### src/rtl/seq_pkg.sv
// Shared definitions for the "101" sequence-test path: FSM state encoding and default pattern.
// Used by the transmitter and by the detector on the far end of the link.
package seq_pkg;

    typedef enum logic [1:0] {
        IDLE = 2'b00,
        SEND = 2'b01,
        GAP  = 2'b10,
        FIN  = 2'b11
    } state_t;

    localparam int         DEF_PAT_LEN = 3;
    localparam logic [2:0] DEF_PATTERN = 3'b101;

endpackage

### src/rtl/seq_bit_shifter.sv
// Loadable MSB-first pattern shift register with bit index and last-bit flag; 1-cycle load/shift.
// No flow control: load has priority over shift, the owning FSM decides when either happens.
module seq_bit_shifter #(
    parameter int                 PAT_LEN = 3,
    parameter logic [PAT_LEN-1:0] PATTERN = '0
) (
    input  logic clk,
    input  logic rst,
    input  logic load,
    input  logic shift,
    output logic bit_out,
    output logic last
);

    localparam int IDX_W = $clog2(PAT_LEN);

    logic [PAT_LEN-1:0] sreg;
    logic [IDX_W-1:0]   idx;

    always_ff @(posedge clk) begin
        if (!rst) begin
            sreg <= '0;
            idx  <= '0;
        end else if (load) begin
            sreg <= PATTERN;
            idx  <= IDX_W'(PAT_LEN - 1);
        end else if (shift) begin
            sreg <= {sreg[PAT_LEN-2:0], 1'b0};
            idx  <= idx - 1'b1;
        end
    end

    assign bit_out = sreg[PAT_LEN-1];
    assign last    = (idx == '0);

endmodule

### src/rtl/seq101_tx.sv
// Serial pattern transmitter: N repetitions of PATTERN with gap_len zeros between; first bit 2 edges after start.
// No backpressure: start is accepted only in IDLE, ignored (not queued) while busy or finishing.
module seq101_tx
    import seq_pkg::*;
#(
    parameter int                 PAT_LEN = DEF_PAT_LEN,
    parameter logic [PAT_LEN-1:0] PATTERN = DEF_PATTERN,
    parameter int                 CNT_W   = 8,
    parameter int                 GAP_W   = 4
) (
    input  logic             clk,
    input  logic             rst,
    input  logic             start,
    input  logic [CNT_W-1:0] repeat_cnt,
    input  logic [GAP_W-1:0] gap_len,
    output logic             y,
    output logic             y_valid,
    output logic             frame,
    output logic             busy,
    output logic             done
);

    state_t           state;
    logic [CNT_W-1:0] rep_left;
    logic [GAP_W-1:0] gap_left;
    logic [GAP_W-1:0] gap_cfg;

    logic sh_load;
    logic sh_shift;
    logic sh_bit;
    logic sh_last;

    // Reload on the last bit so a back-to-back repetition starts without a bubble.
    assign sh_load  = ((state == IDLE) && start) || ((state == SEND) && sh_last);
    assign sh_shift = (state == SEND) && !sh_last;

    seq_bit_shifter #(
        .PAT_LEN (PAT_LEN),
        .PATTERN (PATTERN)
    ) u_shifter (
        .clk     (clk),
        .rst     (rst),
        .load    (sh_load),
        .shift   (sh_shift),
        .bit_out (sh_bit),
        .last    (sh_last)
    );

    always_ff @(posedge clk) begin
        if (!rst) begin
            state    <= IDLE;
            rep_left <= '0;
            gap_left <= '0;
            gap_cfg  <= '0;
            y        <= 1'b0;
            y_valid  <= 1'b0;
            frame    <= 1'b0;
            busy     <= 1'b0;
            done     <= 1'b0;
        end else begin
            y       <= 1'b0;
            y_valid <= 1'b0;
            frame   <= 1'b0;
            done    <= 1'b0;
            case (state)
                IDLE: begin
                    if (start) begin
                        rep_left <= repeat_cnt;
                        gap_cfg  <= gap_len;
                        busy     <= (repeat_cnt != '0);
                        state    <= (repeat_cnt == '0) ? FIN : SEND;
                    end
                end
                SEND: begin
                    y       <= sh_bit;
                    y_valid <= 1'b1;
                    frame   <= 1'b1;
                    if (sh_last) begin
                        rep_left <= rep_left - 1'b1;
                        if (rep_left == CNT_W'(1)) begin
                            state <= FIN;
                        end else if (gap_cfg != '0) begin
                            gap_left <= gap_cfg;
                            state    <= GAP;
                        end
                    end
                end
                GAP: begin
                    y_valid  <= 1'b1;
                    gap_left <= gap_left - 1'b1;
                    if (gap_left == GAP_W'(1)) begin
                        state <= SEND;
                    end
                end
                FIN: begin
                    busy  <= 1'b0;
                    done  <= 1'b1;
                    state <= IDLE;
                end
            endcase
        end
    end

endmodule

### config.mk
export PLATFORM = sky130hd
export DESIGN_NAME = seq101_tx
export DESIGN_NICKNAME = d
export VERILOG_FILES = /design/src/rtl/seq_pkg.sv /design/src/rtl/seq_bit_shifter.sv /design/src/rtl/seq101_tx.sv
export SDC_FILE = /design/constraint.sdc
export NUM_CORES = 1
export LEC_CHECK = 0
export CORE_MARGIN = 2
export CORE_UTILIZATION = 59
export DETAILED_ROUTE_END_ITERATION = 8
export PLACE_DENSITY = 0.84
export SLEW_MARGIN = 15
export SYNTH_ARGS = -nofsm -noshare
export SYNTH_HDL_FRONTEND = slang
export SYNTH_HIERARCHICAL = 1
export SYNTH_SLANG_ARGS = --single-unit
export TNS_END_PERCENT = 10
### constraint.sdc
create_clock -name clk -period 3.34 [get_ports clk]
set_input_delay 0.668 -clock clk [delete_from_list [all_inputs] [get_ports clk]]
set_output_delay 0.668 -clock clk [all_outputs]
set_load 0.02 [all_outputs]
Word level (Yosys, flattened, before mapping) --
Index checks and enable logic that the tools add are counted.
Word-level totals: output and inout port bits 5, input port bits 15, logic and storage cells 73, flip-flop bits (word level) 28
Cells by class: bitwise operators 1, add/subtract/negate cells 3, reductions and logical operators 22, equality and inequality tests 11, mux-type cells 23
Operators by type and width (number):
- 2-bit 2-to-1 mux | 8
- 8-bit 2-to-1 mux | 2
- 8-bit one-hot mux with 2 select lines | 1
- 4-bit 2-to-1 mux | 3
- 8-bit by 1-bit == test with 1-bit output, second input constant | 1
- 8-bit zero test | 1
- 2-bit inequality test, second input constant | 4
- 2-bit one-hot mux with 4 select lines | 1
- 4-bit one-hot mux with 2 select lines | 1
- 4-bit AND reduction | 2
- 2-bit nonzero test | 4
- 8-bit nonzero test | 1
- 8-bit by 1-bit subtractor with 8-bit output, second input constant | 1
- 3-bit 2-to-1 mux | 2
- 2-bit AND reduction | 3
- 2-bit == test, second input constant | 2
- 4-bit by 1-bit == test with 1-bit output, second input constant | 1
- 2-bit zero test | 2
- 1-bit 2-to-1 mux | 4
- 4-bit nonzero test | 1
- 2-bit OR reduction | 2
- 4-bit by 1-bit subtractor with 4-bit output, second input constant | 1
- 1-bit logical AND | 3
- 3-bit by 1-bit inequality test with 1-bit output, second input constant | 1
- other kinds (8) | 8

Depth between registers and ports, before layout --
depth after elaboration 5, depth in mapped cells 8, mapped depth without buffers 6

Cells and area by module --
Netlist, hierarchy kept.
By module, submodules not included:
- seq101_tx | seq. area each 460.4 um^2, area each 1385.1 um^2, cells each 171, times used 1
- seq_bit_shifter | seq. area each 100.1 um^2, area each 212.7 um^2, cells each 20, times used 1

Worst setup path after synthesis --
OpenSTA, ideal clock, no wires.
path kind register to register, start point register state[1], end point register rep_left[0], arrival 1.755 ns, stages on the path, launching flop included 8, library setup time 0.119 ns, period minus slack after synthesis 1.873 ns, path slack 1.467 ns, path buffers 1, required time 3.221 ns, cells stage by stage dfxtp_1 inv_1 ha_1 nor2b_1 or3_1 buf_2 nor2_1 o221a_2
Between the ends: cells in the longest elaborated chain, start to end 3, elaborated cells between the ends (all ways) 7, those cells by class 3 x eq/ne; 1 x mux; 3 x reduce/logical
RTL lines:
- from (decl) | line seq101_tx.sv:23 | state_t state;
- from (signal assigned) | line seq101_tx.sv:71 | state <= (repeat_cnt == '0) ? FIN : SEND;
- 2-bit by 1-bit == test with 1-bit output or 2-bit zero test (tied branches) | line seq101_tx.sv:65 | case (state)
- 2-bit inequality test (no line) or 2-bit nonzero test (tied branches)
- 3-bit AND reduction (no line)
- to (signal assigned) | line seq101_tx.sv:68 | rep_left <= repeat_cnt;
- to (signal assigned) | line seq101_tx.sv:79 | rep_left <= rep_left - 1'b1;
- to (decl) | line seq101_tx.sv:24 | logic [CNT_W-1:0] rep_left;
Parallel ways exist; a longest one is shown, timed or not. A chain may end at the register's enable or synchronous reset.

Worst setup path after layout --
start point register state[1], end point register rep_left[4]
The elaborated chain is that of the path after synthesis.

==> parameters.txt <==
Parameter                              Value

Synthesis
  Synth Net Count    around 220
  Yosys warning count    6
  EDFF count, synth    0
  Synth async-reset ratio    0
  Most area-consuming cells after synthesis    sky130_fd_sc_hd__dfxtp_1, sky130_fd_sc_hd__ha_1, sky130_fd_sc_hd__a21oi_1
  Count of different cell masters after synthesis    50
  Most used flip-flop cell after synthesis    sky130_fd_sc_hd__dfxtp_1
  Register area share after synthesis    0.351
  Mean instance size in the synthesized netlist    8.37 um^2
  Number of instances in the synthesized netlist    191
  Leading area contributor after synthesis    sky130_fd_sc_hd__dfxtp_1
  Netlist Area Pre-Place    around 1600 um^2
  Area share of the largest cell type after synthesis    0.351
  Flops & latches, synth    28

Layout
  Layout Nets    235
  Area of the multi-input gates    967 um^2
  Share of final-layout standard cells stronger than drive strength 1    0.0817
  Fill cell total of the finished layout    204
  Layout area overhead    14.8%
  Count of non-filler cells in the finished layout    between 200 and 250
  Footprint of the flip-flops and latches    around 560 um^2
  # diodes    0

Critical path
  Depth of the worst register-to-register path    7
  Register-to-Register Setup Slack    approximately 1.1 ns
  Data arrival time of the critical path    2.48 ns
  Critical path start-end classification    register to register
  Crit Path Max Fanout    11
  Ordered list of cells on the worst path    inv_1 -> ha_1 -> nor2b_1 -> buf_4 -> nor3_1 -> a21oi_1 -> a211oi_1
  Slowest stage cell, crit path    sky130_fd_sc_hd__nor3_1
  Critical path's top delay family    simple AND/OR/NAND/NOR gates
  Startpoint kind of the worst setup timing path    register
  Worst r2r src    state[1]$_SDFFE_PN0P_
  Crit path largest cell delay    0.58 ns
  Number of buffers and inverters on the critical path    2
  Critical path required time    between 3 and 4 ns
  Endpoint of the worst-slack reg-to-reg timing path    rep_left[4]$_SDFFE_PN0P_
  Critical Path Sink Type    register

Status
  Outcome    finished, final reports clean

Min path
  Path class of the lowest-slack min-delay path    register to register
  Worst hold endpoint    gap_left[1]$_SDFFE_PN0P_
  HP Start    gap_left[1]$_SDFFE_PN0P_
  Hold path cells    2

Floorplanning
  Die Y    roughly 56 um
  Initial core utilization    0.633
  Core Box Area    2520 um^2
  Die width    about 56 um
  Count of boundary I/O pins    20
  Number of cell rows    18
  DIE AREA    3140 um^2

Detailed routing
  First-pass DRT Iterations    4
  ANT nets after route    0
  Wire length reported by the detailed router    just under 4000 um
  Vias per std cell    6.22
  Initial DRC count    ~120
  WL/cell    16.5 um
  Total number of vias    around 1500
  Post-route DRC    0

CTS
  Clock buffer count from CTS    3
  Clock latency on the worst-skew pair    approximately 0.33 ns
  Post-CTS Setup Bufs    0
  Hold buffer count at CTS    0
  TritonCTS clock tree    built
  CTS sink count    28
  CTS-repair resized insts    0
  Worst-path clk slew    0.14 ns
  Root buffer cell    sky130_fd_sc_hd__clkbuf_4
  Deepest level of the CTS H-tree    1
  Maximum clock path buffer count    2

Power and ir drop
  Standby leakage power    approximately 0.71 nW
  Cell area power density    942 nW/um^2
  Peak supply drop    0.630 mV

Placed design
  Setup slack after placement    0.933 ns
  Routability Congestion    0.914
  Estimated wirelength of the detail-placed design    2880 um
  Quantity of I/O buffers inserted on ports    19
  Placed Cells incl. Taps    235

Timing
  Total of endpoints with negative setup slack in the final report    0
  Fin worst setup slack    1.11 ns
  Unrepaired setup endpoints after global routing    false
  Max-slew headroom at the worst pin    0.547
  Number of max-slew violations in the final report    0
  Sum of negative setup slack    0 ns
  Worst hold margin    0.501 ns
  Clock Skews    0.00226 ns
  Tcrit/Tclk final    0.668
  Final Hold Viols    0
  Min Clock Period, post-route    2.23 ns
  Maximum achievable frequency    0.448 GHz
  Worst-margin pin slew    0.675 ns

Global routing
  Maximum number of pins on one net before global-route repair    18
  GRT Residual Overflow    0
  Global-route wire length before repair    6640 um
  Number of global-route vias before repair    1410
  Total track usage    0.267
  Initial antenna violation count    0

Run
  Number of max-cap violations    0
[area by class of cell]
class	count	area share
clock buffer	3	0.0123
tap	30	0.0205
timing repair buffer	21	0.112
sequential	28	0.306
multi-input combinational	145	0.527
inverter	11	0.0225
[registers in the layout, indices dropped and copies added, names as in the netlist]
signal	count
rep_left	8
gap_cfg	4
gap_left	4
u_shifter/sreg	3
state	2
u_shifter/idx	2
busy	1
done	1
frame	1
y	1
y_valid	1
[stage by stage]
step | util | instance area (um^2) | power, mW
6_report | 0.727 | 1830 | 1.73
5_1_grt | 0.727 | 1830 | 1.86
4_1_cts | 0.727 | 1830 | 1.71
3_5_place_dp | 0.718 | 1810 | 1.56
3_3_place_gp | 0.718 | 1810 | 1.51
2_1_floorplan | - | 1600 | 1.31
[metal layers]
layer  vias up  wire, um  GRT usage
li1        724         -          -
met1       701      1730      0.367
met2        47      1860      0.415
met3         8       241     0.0395
met4         0        80      0.112
met5         -         0          0
[worst reg2reg max path, delay by kind of cell, from the launching register on]
| kind | cells | cell delay [ns] |
|---|---|---|
| AO/OA/AOI/OAI | 2 | 0.40 |
| adder cells (fa/ha/maj) | 1 | 0.33 |
| buffers and inverters | 2 | 0.25 |
| flip-flops | 1 | 0.40 |
| AND/OR/NAND/NOR | 2 | 0.77 |
[power by group]
part | internal, mW | switching (mW) | leakage, nW
Sequential | 0.449 | 0.118 | 0.230
Clock | 0.0424 | 0.0986 | 0.0138
Combinational | 0.425 | 0.594 | 0.462
[cells in the mapped netlist (5+ instances only)]
cell / count
sky130_fd_sc_hd__dfxtp_1: 28
sky130_fd_sc_hd__nor2_1: 19
sky130_fd_sc_hd__a21oi_1: 16
sky130_fd_sc_hd__nand2_1: 13
sky130_fd_sc_hd__ha_1: 10
sky130_fd_sc_hd__inv_1: 10
sky130_fd_sc_hd__o21ai_0: 10
sky130_fd_sc_hd__nor2b_1: 9
sky130_fd_sc_hd__nor3_1: 7
sky130_fd_sc_hd__clkbuf_1: 5
sky130_fd_sc_hd__nand3_1: 5
[logic make-up after synthesis]
family,Yosys count,synth area share
buf+inv,18,0.0439
mux,5,0.0352
compound gates,54,0.230
simple gates,75,0.256
fa+ha+maj,10,0.0783
flops,28,0.351
xor+xnor,1,0.00548
[worst max-delay path by stage]
stage	slack, ns	endpoint	startpoint	depth (start not counted)
2_1_floorplan	1.47	rep_left[0]$_SDFFE_PN0P_	state[1]$_SDFFE_PN0P_	7
3_3_place_gp	0.98	gap_left[3]$_SDFFE_PN0P_	rst	4
3_5_place_dp	0.93	gap_left[3]$_SDFFE_PN0P_	rst	4
4_1_cts	1.16	rep_left[4]$_SDFFE_PN0P_	state[1]$_SDFFE_PN0P_	7
5_1_grt	0.89	rep_left[4]$_SDFFE_PN0P_	state[1]$_SDFFE_PN0P_	7
6_report	1.11	rep_left[4]$_SDFFE_PN0P_	state[1]$_SDFFE_PN0P_	7
[cell usage in the layout (no fill, tap or decap), drive strengths merged, types with 5 or more instances in the layout]
cell and instances:
a21oi 16, nand2 13, dfxtp 28, nand3 5, a211oi 5, nor2 19
clkdlybuf4s50 19, ha 10, nor3 8, nor2b 9, o21ai 10, inv 11
Note: power is estimated with default switching activity, not from simulation.
